<file path="config.mk">
export PLATFORM = sky130hd
export DESIGN_NAME = mem_exec_unit
export DESIGN_NICKNAME = d
export VERILOG_FILES = /design/src/rtl/mem_exec_unit.sv
export SDC_FILE = /design/constraint.sdc
export NUM_CORES = 1
export LEC_CHECK = 0
export ABC_AREA = 1
export ABC_CLOCK_PERIOD_IN_PS = 4390
export CAP_MARGIN = 10
export CORE_MARGIN = 2
export CORE_UTILIZATION = 49
export CTS_CLUSTER_DIAMETER = 150
export DETAILED_ROUTE_END_ITERATION = 10
export GPL_TIMING_DRIVEN = 1
export PLACE_DENSITY = 0.87
export SLEW_MARGIN = 10
export SYNTH_ARGS = -nofsm -noshare
export SYNTH_HDL_FRONTEND = slang
export SYNTH_SLANG_ARGS = --single-unit
export TNS_END_PERCENT = 20
</file>
<file path="constraint.sdc">
create_clock -name clk -period 4.39 [get_ports clk]
set_clock_uncertainty 0.1 [all_clocks]
set_input_delay 0.439 -clock clk [delete_from_list [all_inputs] [get_ports clk]]
set_output_delay 0.439 -clock clk [all_outputs]
set_load 0.05 [all_outputs]
</file>
<file path="src/rtl/mem_exec_unit.sv">
// Load/store execution unit: takes one memory op at a time from the load/store
// queue, runs a single valid/ready request to data memory, and writes load
// results back on the CDB. Stores retire once the memory accepts the request.
// Ports: clk/rst, flush, execute_pkt_* (issued op), alu_rdy/cache_stall (issue
// side), dmem_* (memory request/response), wb_pkt_* (CDB), err_misalign.
module mem_exec_unit #(
  parameter int DMEM_ADDR_WIDTH = 32,
  parameter int TAG_WIDTH       = 6
) (
  input  logic                       clk,
  input  logic                       rst,
  input  logic                       flush,
  input  logic                       execute_pkt_is_valid,
  input  logic                       execute_pkt_is_store,
  input  logic [2:0]                 execute_pkt_funct3,
  input  logic [DMEM_ADDR_WIDTH-1:0] execute_pkt_addr,
  input  logic [31:0]                execute_pkt_store_data,
  input  logic [TAG_WIDTH-1:0]       execute_pkt_dest_tag,
  output logic                       alu_rdy,
  output logic                       cache_stall,
  output logic                       dmem_req_val,
  input  logic                       dmem_req_rdy,
  output logic                       dmem_we,
  output logic [DMEM_ADDR_WIDTH-1:0] dmem_addr,
  output logic [31:0]                dmem_wdata,
  output logic [3:0]                 dmem_wstrb,
  input  logic                       dmem_resp_val,
  input  logic [31:0]                dmem_rdata,
  output logic                       wb_pkt_valid,
  output logic [TAG_WIDTH-1:0]       wb_pkt_tag,
  output logic [31:0]                wb_pkt_result,
  output logic                       err_misalign
);

  typedef enum logic [2:0] {IDLE, REQ, WAIT, WB, DRAIN} state_t;

  state_t                       state_q, state_d;
  logic                         is_store_q, is_store_d;
  logic [2:0]                   funct3_q, funct3_d;
  logic [1:0]                   lane_q, lane_d;
  logic [TAG_WIDTH-1:0]         tag_q, tag_d;
  logic [DMEM_ADDR_WIDTH-1:0]   addr_q, addr_d;
  logic [31:0]                  wdata_q, wdata_d;
  logic [3:0]                   wstrb_q, wstrb_d;
  logic [31:0]                  result_q, result_d;

  logic                         accept;
  logic                         misalign;
  logic [7:0]                   ld_byte;
  logic [15:0]                  ld_half;
  logic [31:0]                  ld_result;

  // A flush in IDLE blocks acceptance: the presented packet is speculative.
  always_comb begin
    accept   = (state_q == IDLE) && execute_pkt_is_valid && !flush;
    misalign = ((execute_pkt_funct3[1:0] == 2'b01) && execute_pkt_addr[0]) ||
               (execute_pkt_funct3[1] && (execute_pkt_addr[1:0] != 2'b00));
  end

  // Load result extraction from the returned word, using the latched lane.
  always_comb begin
    ld_byte = dmem_rdata[7:0];
    case (lane_q)
      2'd0: ld_byte = dmem_rdata[7:0];
      2'd1: ld_byte = dmem_rdata[15:8];
      2'd2: ld_byte = dmem_rdata[23:16];
      default: ld_byte = dmem_rdata[31:24];
    endcase
    ld_half = lane_q[1] ? dmem_rdata[31:16] : dmem_rdata[15:0];
    case (funct3_q)
      3'b000:  ld_result = {{24{ld_byte[7]}}, ld_byte};
      3'b100:  ld_result = {24'd0, ld_byte};
      3'b001:  ld_result = {{16{ld_half[15]}}, ld_half};
      3'b101:  ld_result = {16'd0, ld_half};
      default: ld_result = dmem_rdata;
    endcase
  end

  always_comb begin
    state_d    = state_q;
    is_store_d = is_store_q;
    funct3_d   = funct3_q;
    lane_d     = lane_q;
    tag_d      = tag_q;
    addr_d     = addr_q;
    wdata_d    = wdata_q;
    wstrb_d    = wstrb_q;
    result_d   = result_q;

    case (state_q)
      IDLE: begin
        if (accept) begin
          is_store_d = execute_pkt_is_store;
          funct3_d   = execute_pkt_funct3;
          lane_d     = execute_pkt_addr[1:0];
          tag_d      = execute_pkt_dest_tag;
          addr_d     = {execute_pkt_addr[DMEM_ADDR_WIDTH-1:2], 2'b00};
          wdata_d    = 32'd0;
          wstrb_d    = 4'h0;
          if (execute_pkt_is_store) begin
            case (execute_pkt_funct3[1:0])
              2'b00: begin
                wstrb_d = 4'b0001 << execute_pkt_addr[1:0];
                wdata_d = {4{execute_pkt_store_data[7:0]}};
              end
              2'b01: begin
                wstrb_d = 4'b0011 << execute_pkt_addr[1:0];
                wdata_d = {2{execute_pkt_store_data[15:0]}};
              end
              default: begin
                wstrb_d = 4'hF;
                wdata_d = execute_pkt_store_data;
              end
            endcase
          end
          // Misaligned ops never reach memory; a load still owes the CDB
          // a (zero) result so its consumer is released.
          if (misalign) begin
            if (!execute_pkt_is_store) begin
              result_d = 32'd0;
              state_d  = WB;
            end
          end else begin
            state_d = REQ;
          end
        end
      end
      REQ: begin
        if (dmem_req_rdy) begin
          if (is_store_q)  state_d = IDLE;
          else if (flush)  state_d = DRAIN;  // response is coming; must be absorbed
          else             state_d = WAIT;
        end else if (flush && !is_store_q) begin
          state_d = IDLE;
        end
      end
      WAIT: begin
        if (dmem_resp_val) begin
          result_d = ld_result;
          state_d  = flush ? IDLE : WB;
        end else if (flush) begin
          state_d = DRAIN;
        end
      end
      WB: begin
        state_d = IDLE;
      end
      DRAIN: begin
        if (dmem_resp_val) state_d = IDLE;
      end
      default: state_d = IDLE;
    endcase
  end

  always_ff @(posedge clk) begin
    if (rst) begin
      state_q    <= IDLE;
      is_store_q <= 1'b0;
      funct3_q   <= 3'd0;
      lane_q     <= 2'd0;
      tag_q      <= '0;
      addr_q     <= '0;
      wdata_q    <= 32'd0;
      wstrb_q    <= 4'h0;
      result_q   <= 32'd0;
    end else begin
      state_q    <= state_d;
      is_store_q <= is_store_d;
      funct3_q   <= funct3_d;
      lane_q     <= lane_d;
      tag_q      <= tag_d;
      addr_q     <= addr_d;
      wdata_q    <= wdata_d;
      wstrb_q    <= wstrb_d;
      result_q   <= result_d;
    end
  end

  // Outputs are forced to their idle values while rst is high, so the
  // reset cycle itself already looks idle to neighbours.
  always_comb begin
    alu_rdy       = rst || (state_q == IDLE);
    cache_stall   = !rst && ((state_q == REQ) || (state_q == WAIT) || (state_q == DRAIN));
    dmem_req_val  = !rst && (state_q == REQ);
    dmem_we       = dmem_req_val && is_store_q;
    dmem_addr     = rst ? '0 : addr_q;
    dmem_wdata    = rst ? 32'd0 : wdata_q;
    dmem_wstrb    = rst ? 4'h0 : wstrb_q;
    wb_pkt_valid  = !rst && (state_q == WB) && !flush;
    wb_pkt_tag    = wb_pkt_valid ? tag_q : '0;
    wb_pkt_result = wb_pkt_valid ? result_q : 32'd0;
    err_misalign  = !rst && accept && misalign;
  end

endmodule

</file>
---- Yosys cells after proc, flatten, opt, wreduce, memory -nomap -nowiden ----
Cells that the tools add are included.
storage, ports and cells
  input bits .............................. 112
  word-level logic and storage cells ...... 86
  output and inout bits ................... 112
  bits in registers ....................... 113
cells by class
  mux-type cells .......................... 29
  reduce and logical (&&, ||, !) cells .... 28
  shift operators ......................... 2
  equality and inequality tests ........... 18
operators with widths
  kind                 number
  $mux 32              8
  $pmux 32 s2          2
  $pmux 32 s4          1
  $mux 3               10
  $pmux 8 s3           1
  $mux 16              1
  $logic_and 1x1->1    12
  $pmux 3 s4           1
  $ne 2x2->1 const B   5
  $reduce_and 5->1     2
  $eq 3x3->1 const B   3
  $ne 3x3->1 const B   3
  $mux 4               2
  $pmux 4 s2           1
  $eq 3x1->1 const B   2
  $eq 3x2->1 const B   2
  $logic_not 3->1      2
  $mux 6               1
  $eq 2x1->1 const B   2
  $logic_not 2->1      2
  $logic_or 1x1->1     4
  $reduce_bool 2->1    2
  $shl 1x2->4 const A  1
  $shl 2x2->4 const A  1
  4 further kinds      6

---- Depth between registers and ports, before layout ----
Gate-level depths: netlist of run 1.
  depth in word-level cells ............... 6
  gate-level depth with buffers ........... 10
  mapped depth without buffers ............ 10

---- Worst setup path before layout of run 1 ----
Ideal clock, no wire load.
  path type ............................... input port to output port
  from .................................... input rst
  to ...................................... output wb_pkt_result[11]
  required time ........................... 3.851 ns
  stages on the path ...................... 7
  arrival ................................. 2.450 ns
  path slack .............................. 1.401 ns
  path buffers ............................ 2
  cell sequence ........................... clkinv_1 -> nand3_1 -> nor2_1 -> inv_1 -> buf_2 -> buf_2 -> nor2_1
on the way
  longest elaborated chain between the ends .. 4
ends and longest elaborated chain
  element                          line  text
  start: declaration               11    input logic rst,
  $logic_not 1->1                  189   wb_pkt_valid = !rst && (state_q == WB) && !flush;
  $logic_and 1x1->1 (2 in series)  189
  via wb_pkt_valid                 29    output logic wb_pkt_valid,
  $mux 32                          191   wb_pkt_result = wb_pkt_valid ? result_q : 32'd0;
  end: declaration                 31    output logic [31:0] wb_pkt_result,
The timed path passes the listed nets, and every way through them passes these cells.

---- Worst setup path in the final report of run 1 ----
  from .................................... input execute_pkt_funct3[1]
  to ...................................... output err_misalign
on the way
  longest elaborated chain between the ends .. 4
  elaborated cells on any way between the ends .. 5
  those cells by class .................... eq/ne (1); reduce/logical (4)
ends and longest elaborated chain
  element                line  text
  start: declaration     15    input logic [2:0] execute_pkt_funct3,
  $eq 2x1->1             56    misalign = ((execute_pkt_funct3[1:0] == 2'b01) && execute_pkt_addr[0]) ||
  $logic_and 1x1->1      56
  $logic_or 1x1->1 (*)   56
  $logic_and 1x1->1 (*)  192   err_misalign = !rst && accept && misalign;
  end: declaration       32    output logic err_misalign
Every way passes the cells marked *; elsewhere a longest branch is shown, timed or not.

==> reports/qor.csv, run 1 <==
stage;metric;value;unit
run_status;status;finished clean;
power_and_ir_drop;Leakage Power;3.48;nW
floorplan;core area;12000;sq um
power_and_ir_drop;part of the power in registers;34.4;%
critical_path;Critical Path Stages;6;
sta;post-route setup TNS;0;ns
sta;Hold Violations, Final;0;
sta;fin. max-slew vios;0;
route;DRC Markers;0;
sta;Period minus WS final;3.15;ns
critical_path;R2R Path End;addr_q[6];
yosys;biggest area consumer among synthesized cells;dfxtp_1;
cts;clock slew at reported path FFs;0.05;ns
global_route;vias in the first global route;5865;
global_route;gr usage total;27.1;%
min_path;critical hold path startpoint;addr_q[12];
route;DR iter-0 viols;551;
final_layout;fin nets;1237;
yosys;register bit total from synthesis;113;
global_route;Overflow after GRT;0;
critical_path;Worst Setup SP;execute_pkt_funct3[1];
yosys;Distinct cells, synth;33;
sta;Worst-Margin Slew;0.816;ns
critical_path;FF-to-FF path depth;7;
final_layout;synthesis-to-layout area growth;44.2;%
cts;CTS tree;done;
power_and_ir_drop;Max VDD drop;0.281;mV
min_path;hold crit path type;reg -> reg;
cts;Clock Path Buffers;2;
power_and_ir_drop;PwrDens;380;nW/um^2
placement;dpl cell area;8110;sq um
floorplan;number of placement rows;40;
global_route;global-route wire length before repair;28100;um
final_layout;commonest cells after routing, fill and taps aside;nor2_1 (192), clkdlybuf4s50_1 (182), inv_1 (141), nand2_1 (141), dfxtp_1 (113);
critical_path;crit-path cells;clkdlybuf4s50_1 -> buf_4 -> inv_2 -> nand3_1 -> a21oi_1 -> clkdlybuf4s50_1;
final_layout;Final Cell Area;8720;sq um
sta;Hold Slack;0.350;ns
critical_path;flop-to-flop setup slack;2.17;ns
global_route;largest net degree at the start of global routing;73;
power_and_ir_drop;Switching Share;29.2;%
route;post-DR wirelength/cell;14.0;um
global_route;initial antenna violation count;1;
cts;post-CTS sizing;0;
sta;Peak Freq;317;MHz
yosys;synth top area cells;dfxtp_1 (37%), nor2_1 (12%), inv_1 (8.8%);
floorplan;die height;115;um
yosys;post-synthesis sequential area ratio;37.4;%
placement;PortBufs;221;
sta;Final period util;71.8;%
route;DRT antenna net count;0;
cts;clock net sink count;113;
cts;H-tree Lvls;4;
yosys;Mapped Area;6050;sq um
yosys;fraction of registers with async set or reset after synthesis;0;%
min_path;worst hold path depth;2;
power_and_ir_drop;Comb pwr share;22.8;%
route;drt total wl;17900;um
route;Vias/cell;5.02;
final_layout;Layout Cells excl Fill;1282;
critical_path;Crit-path slowest cell;clkdlybuf4s50_1;
cts;Hold Buf Count CTS;0;
critical_path;Crit path max-delay family;buffers and inverters;
cts;root buf cell;clkbuf_16;
final_layout;fraction of layout cells with a size suffix above 1;13.8;%
power_and_ir_drop;Sw Pwr;0.967;mW
placement;hpwl dp;12900;um
critical_path;reg2reg start;state_q[1];
cts;Num CTS Buffers;17;
cts;Post-CTS Setup Inserts;0;
floorplan;die width;115;um
critical_path;CP endpoint kind;primary output;
floorplan;# IOs;224;
sta;unrepaired setup endpoints after global routing;no;
yosys;post-synth top area share;37.4;%
yosys;ys flop type;dfxtp_1;
critical_path;cell mode on critical path;clkdlybuf4s50_1;
sta;Slew headroom;45.5;%
min_path;hold path endpoint;addr_q[12];
cts;later-pin clock latency in the skew report;0.41;ns
critical_path;Critical Path Max Stage Delay;0.85;ns
floorplan;initial core utilization;50.4;%
route;first-pass detailed-route iteration total;5;
sta;Setup Viol. Count Final;0;
final_layout;core occupancy in the finished layout;72.6;%
yosys;Post-synth EDFFs;0;
critical_path;CP arrival;2.61;ns
floorplan;area of the die;13200;sq um
power_and_ir_drop;internal power;2.35;mW
final_layout;commonest non-fill, non-tap cell in the layout;nor2_1;
placement;RePlAce Congestion;0.935;
route;DR vias;6442;
final_layout;# diodes;0;
run;max-cap viol count;0;
critical_path;Critical Path RT;3.85;ns
yosys;syn avg cell area;6.52;sq um
yosys;Synth warnings;0;
critical_path;worst path bufs/invs;4;
critical_path;Startpoint Class;input port;
critical_path;crit path kind;in -> out;
yosys;post-synthesis cell count;927;
critical_path;crit path max fanout;23;
power_and_ir_drop;Clock Power Share;42.9;%
placement;placed insts;1253;
-- final cells by class --
| cell class | count | area (sq um) |
|---|---|---|
| well taps | 147 | 184 |
| clock inverters | 5 | 100 |
| fillers | 986 | 3290 |
| repair buffers | 230 | 2180 |
| inverters | 149 | 559 |
| flip-flops and latches | 113 | 2260 |
| clock buffers | 24 | 512 |
| multi-input cells | 614 | 2920 |
-- logic make-up after synthesis --
kind of cell,Yosys count,synth area share (%)
compound gates,217,20.3
buf+inv,201,14.4
flops,113,37.4
other cells,1,0.0620
simple gates,395,27.8
-- power groups by stage --
stage          sequential, mW  combinational [mW]  clock [mW]
6_report                 1.14               0.754        1.42
5_1_grt                  1.14               0.826        1.49
4_1_cts                  1.14               0.753        1.43
3_5_place_dp             1.16               0.746           0
3_3_place_gp             1.15               0.740           0
2_1_floorplan            1.15               0.537           0
-- through the flow --
stage          setup slack [ns]  total power, mW
5_1_grt                    1.18             3.46
3_3_place_gp               1.35             1.89
4_1_cts                    1.31             3.33
6_report                   1.24             3.31
3_5_place_dp               1.33             1.90
2_1_floorplan              1.40             1.68
-- synth_stat cells (2+ instances only) --
cell	instances
buf_6	4
a21oi_1	71
o31ai_1	2
clkbuf_1	15
nand2_2	32
o21ai_0	44
o22ai_1	9
clkinv_1	2
buf_2	18
buf_12	3
dfxtp_1	113
inv_2	6
buf_4	3
a21oi_2	32
inv_1	141
clkbuf_2	2
nor2_4	4
nor2_1	192
o21ai_1	56
nand2_1	141
o211ai_1	2
nand3_1	18
buf_1	7
-- sequential cells by signal, summed over array words and instances, names as in the netlist --
| name | flops |
|---|---|
| wstrb_q | 4 |
| is_store_q | 1 |
| addr_q | 30 |
| wdata_q | 32 |
| result_q | 32 |
| funct3_q | 3 |
| tag_q | 6 |
| lane_q | 2 |
| state_q | 3 |
-- worst max-delay path by stage --
stage | endpoint | slack [ns]
after floorplan | wb_pkt_result[11] | 1.40
after global placement | dmem_wdata[26] | 1.35
after detailed placement | dmem_wdata[28] | 1.33
after CTS | err_misalign | 1.31
after global routing | dmem_wdata[26] | 1.18
final | err_misalign | 1.24
-- per-layer routing --
metal  vias up  track usage [%]  part of all wire, %  wire (um)
li1       3276                -                    -          -
met1      2833             31.0                   39       7060
met2       295             45.3                   48       8590
met3        38             10.0                   10       1820
met4         0             11.9                  2.6        475
met5         -                0                    0          0
-- worst min-delay path, cell delays in order, from the launching register on --
cell and delay [ns]:
dfxtp_1 0.29, inv_1 0.06, a21oi_1 0.05
Power figures use the tool's default switching activity.
==> run 2, diff against run 1 <==
Settings changed: ABC_CLOCK_PERIOD_IN_PS 4390 to 2700, CORE_UTILIZATION 49 to 41, PLACE_DENSITY 0.87 to 0.78.
Clock period 4.39 ns to 2.7 ns, I/O delays scaled along.
==> reports/qor.csv, run 2 (synthesis results as in run 1) <==
stage;metric;value;unit
run_status;status;finished clean;
cts;Post-CTS Setup Inserts;0;
sta;Final period util;84.3;%
sta;Hold Slack;0.196;ns
floorplan;core area;14500;sq um
sta;post-route setup TNS;0;ns
route;DR vias;6412;
sta;Peak Freq;439;MHz
sta;Setup Viol. Count Final;0;
cts;post-CTS sizing;0;
critical_path;CP endpoint kind;primary output;
cts;root buf cell;clkbuf_16;
sta;Hold Violations, Final;0;
sta;Worst-Margin Slew;0.580;ns
final_layout;commonest cells after routing, fill and taps aside;nor2_1 (191), clkdlybuf4s50_1 (176), inv_1 (141), nand2_1 (141), dfxtp_1 (113);
floorplan;number of placement rows;44;
cts;H-tree Lvls;4;
power_and_ir_drop;Leakage Power;3.53;nW
critical_path;Crit path max-delay family;buffers and inverters;
floorplan;initial core utilization;41.8;%
final_layout;fin nets;1241;
placement;Post-Place Worst Slack;0.413;ns
critical_path;crit path max fanout;32;
placement;hpwl dp;13200;um
critical_path;Worst Setup SP;state_q[2];
route;DRC Markers;0;
power_and_ir_drop;Max VDD drop;0.387;mV
floorplan;die width;125;um
min_path;worst hold path depth;2;
cts;Hold Buf Count CTS;0;
cts;CTS tree;done;
critical_path;FF-to-FF path depth;7;
sta;Period minus WS final;2.28;ns
placement;dpl cell area;8200;sq um
critical_path;reg2reg start;funct3_q[1];
placement;PortBufs;221;
critical_path;Critical Path Max Stage Delay;0.37;ns
sta;final setup margin;0.423;ns
cts;clock net sink count;113;
global_route;largest net degree at the start of global routing;66;
global_route;vias in the first global route;6105;
sta;Slew headroom;61.2;%
final_layout;filler cell count;1383;
route;drt total wl;18400;um
final_layout;Top Registers;result_q x32, wdata_q x32, addr_q x30;
route;post-DR wirelength/cell;13.9;um
critical_path;crit-path cells;inv_1 -> nand2_1 -> nor2_2 -> inv_1 -> buf_4 -> nor2_1 -> buf_4;
cts;Num CTS Buffers;17;
final_layout;commonest non-fill, non-tap cell in the layout;nor2_1;
cts;Clock Path Buffers;2;
critical_path;Crit-path slowest cell;dfxtp_1;
route;DRT antenna net count;0;
global_route;initial antenna violation count;0;
critical_path;Critical Path RT;2.33;ns
final_layout;synthesis-to-layout area growth;46.2;%
power_and_ir_drop;PwrDens;626;nW/um^2
global_route;Overflow after GRT;0;
cts;clock slew at reported path FFs;0.06;ns
route;first-pass detailed-route iteration total;5;
critical_path;worst path bufs/invs;4;
critical_path;Critical Path Stages;7;
route;Vias/cell;4.84;
run;max-cap viol count;0;
final_layout;fraction of layout cells with a size suffix above 1;14.9;%
sta;unrepaired setup endpoints after global routing;no;
sta;fin. max-slew vios;0;
floorplan;area of the die;15700;sq um
min_path;critical hold path startpoint;rst;
min_path;hold crit path type;in -> reg;
global_route;global-route wire length before repair;30200;um
floorplan;die height;125;um
critical_path;Startpoint Class;register;
final_layout;# diodes;0;
final_layout;Final Cell Area;8840;sq um
critical_path;crit path kind;reg -> out;
placement;RePlAce Congestion;0.870;
cts;later-pin clock latency in the skew report;0.42;ns
route;DR iter-0 viols;456;
critical_path;CP arrival;1.91;ns
global_route;gr usage total;23.6;%
floorplan;# IOs;224;
==> run 2: cell count changes in the layout (fill, tap and decap cells not counted) <==
cell and delta:
buf_12 +2, bufinv_16 +2, clkinv_2 +1, buf_4 +7, nor2_1 -1, nor2_2 +1
clkinv_4 +3, dlymetal6s2s_1 +1, clkbuf_8 -6, clkdlybuf4s50_1 -6, clkinvlp_4 +3
==> run 2: area by class of cell <==
class | count | area (sq um) | area share, %
tap | 184 | 230 | 2.60
sequential | 113 | 2260 | 25.6
clock inverter | 14 | 214 | 2.42
inverter | 149 | 559 | 6.32
clock buffer | 18 | 429 | 4.85
multi-input combinational | 614 | 2920 | 33.0
timing repair buffer | 234 | 2230 | 25.2
==> run 2: worst paths after layout <==
kind / endpoint / slack (ns)
worst max register to register: result_q[16] / 0.72
worst min-delay path: wdata_q[27] / 0.20
worst min register to register: addr_q[7] / 0.35
worst max-delay path: wb_pkt_result[7] / 0.42
==> run 2: power breakdown <==
part	internal, mW	switching [mW]
sequential	1.79	0.0469
clock	1.63	0.807
combinational	0.457	0.806
total	3.88	1.66
==> run 2: layer usage <==
layer / up-vias / part of all wire, % / global-route usage (%)
met5: - / 0 / 0
met4: 0 / 1.3 / 7.32
met3: 20 / 11 / 9.76
met2: 248 / 46 / 37.9
met1: 2869 / 42 / 28.8
li1: 3275 / - / -
==> run 2: per-stage QoR <==
stage / total power, mW / std cells / utilization [%]
after floorplan: 2.74 / 928 / -
after global placement: 3.12 / 1294 / 56.6
after detailed placement: 3.13 / 1294 / 56.6
after CTS: 5.57 / 1326 / 61.1
after global routing: 5.79 / 1326 / 61.1
final: 5.54 / 1326 / 61.1
==> run 3, diff against run 2 <==
Settings changed: ABC_CLOCK_PERIOD_IN_PS 2700 to 2150, CORE_UTILIZATION 41 to 45, PLACE_DENSITY 0.78 to 0.81.
Clock period 2.7 ns to 2.15 ns, I/O delays scaled along.
==> reports/qor.csv, run 3 (synthesis results as in run 1) <==
stage;metric;value;unit
critical_path;Startpoint Class;register;
final_layout;commonest non-fill, non-tap cell in the layout;nor2_1;
cts;CTS tree;done;
placement;dpl cell area;8140;sq um
floorplan;area of the die;14400;sq um
route;DR iter-0 viols;448;
sta;Setup Viol. Count Final;0;
cts;Num CTS Buffers;17;
route;DRT antenna net count;0;
global_route;largest net degree at the start of global routing;95;
placement;RePlAce Congestion;0.937;
critical_path;worst path bufs/invs;4;
sta;Worst-Margin Slew;0.757;ns
final_layout;synthesis-to-layout area growth;45.2;%
final_layout;Final Cell Area;8780;sq um
final_layout;core occupancy in the finished layout;66.6;%
cts;later-pin clock latency in the skew report;0.41;ns
critical_path;reg2reg start;lane_q[1];
sta;Period minus WS final;2.08;ns
sta;post-route setup TNS;0;ns
power_and_ir_drop;Max VDD drop;0.652;mV
floorplan;number of placement rows;42;
global_route;initial antenna violation count;0;
critical_path;crit path kind;reg -> out;
route;DRC Markers;0;
route;drt total wl;18100;um
sta;Final period util;96.6;%
min_path;critical hold path startpoint;rst;
final_layout;commonest cells after routing, fill and taps aside;nor2_1 (167), nand2_1 (141), inv_1 (139);
cts;clock net sink count;113;
final_layout;fraction of layout cells with a size suffix above 1;23.3;%
global_route;M1 GR Usage;30.2;%
final_layout;Layout Cells excl Fill;1323;
critical_path;Crit-path slowest cell;dfxtp_1;
critical_path;Critical Path Max Stage Delay;0.34;ns
min_path;hold crit path type;in -> reg;
placement;PortBufs;221;
cts;root buf cell;clkbuf_16;
sta;Hold Violations, Final;0;
sta;Peak Freq;482;MHz
power_and_ir_drop;Leakage Power;3.67;nW
sta;fin. max-slew vios;0;
final_layout;Top Registers;result_q x32, wdata_q x32, addr_q x30;
floorplan;die width;120;um
sta;unrepaired setup endpoints after global routing;yes;
final_layout;fin nets;1246;
floorplan;# IOs;224;
sta;final setup margin;0.0735;ns
final_layout;# diodes;0;
placement;hpwl dp;13200;um
route;Vias/cell;4.86;
power_and_ir_drop;PwrDens;765;nW/um^2
critical_path;CP endpoint kind;primary output;
floorplan;die height;120;um
cts;Clock Path Buffers;2;
global_route;gr usage total;25.2;%
global_route;GR Layer Usage met3;9.03;%
run;max-cap viol count;0;
critical_path;crit-path cells;inv_2 -> nand2_1 -> nor2_4 -> clkinvlp_4 -> buf_12 -> nor2_1 -> buf_6;
placement;placed insts;1290;
critical_path;CP arrival;1.76;ns
critical_path;Crit path max-delay family;buffers and inverters;
route;DR vias;6432;
global_route;global route hottest layer;met2;
route;post-DR wirelength/cell;13.7;um
route;first-pass detailed-route iteration total;5;
global_route;GR Util met2;40.4;%
floorplan;core area;13200;sq um
cts;clock slew at reported path FFs;0.05;ns
critical_path;Worst Setup SP;state_q[2];
global_route;global-route wire length before repair;28700;um
floorplan;initial core utilization;45.9;%
run_status;status;finished clean;
critical_path;crit path max fanout;32;
power_and_ir_drop;total power;6.72;mW
sta;Slew headroom;49.5;%
cts;Hold Buf Count CTS;0;
cts;H-tree Lvls;4;
global_route;Overflow after GRT;0;
final_layout;filler cell count;1185;
placement;Post-Place Worst Slack;0.142;ns
global_route;vias in the first global route;5877;
critical_path;Critical Path RT;1.84;ns
sta;Hold Slack;0.0274;ns
-- run 3: path summary, 6_finish.rpt --
kind                            to  slack, ns  cells past startpoint
hold reg to reg         addr_q[20]       0.35                      2
setup reg to reg      result_q[20]       0.41                      6
setup / recovery  wb_pkt_result[9]       0.07                      7
hold / removal         wdata_q[19]       0.03                      4
-- run 3: final cells by class --
class                           instances  area [sq um]  share of cell area [%]
Multi-Input combinational cell        614          2990                    34.0
Sequential cell                       113          2260                    25.8
Timing Repair Buffer                  239          2140                    24.4
Inverter                              149           564                    6.43
Clock buffer                           23           498                    5.67
Tap cell                              176           220                    2.51
Clock inverter                          9           104                    1.18
-- run 3: worst register-to-register path, delay by kind of cell, from the launching register on --
kind,cells,cell delay (ns)
and+or+nand+nor,4,0.78
DFF,1,0.46
AOI/OAI and AO/OA,1,0.15
buffers and inverters,1,0.20
-- run 3: metal layers --
layer / vias up / routed length [um]
met2: 271 / 8330
li1: 3278 / -
met4: 0 / 558
met5: - / 0
met1: 2848 / 7450
met3: 35 / 1800
-- run 3: timing repair --
item                       4_1_cts  5_1_grt
buffers inserted                 0        1
setup endpoints to repair        2       33
resized for setup                1       11
-- run 3: power breakdown --
group	switching [mW]	internal [mW]
Clock	0.978	1.85
Combinational	1.01	0.567
Sequential	0.0644	2.25
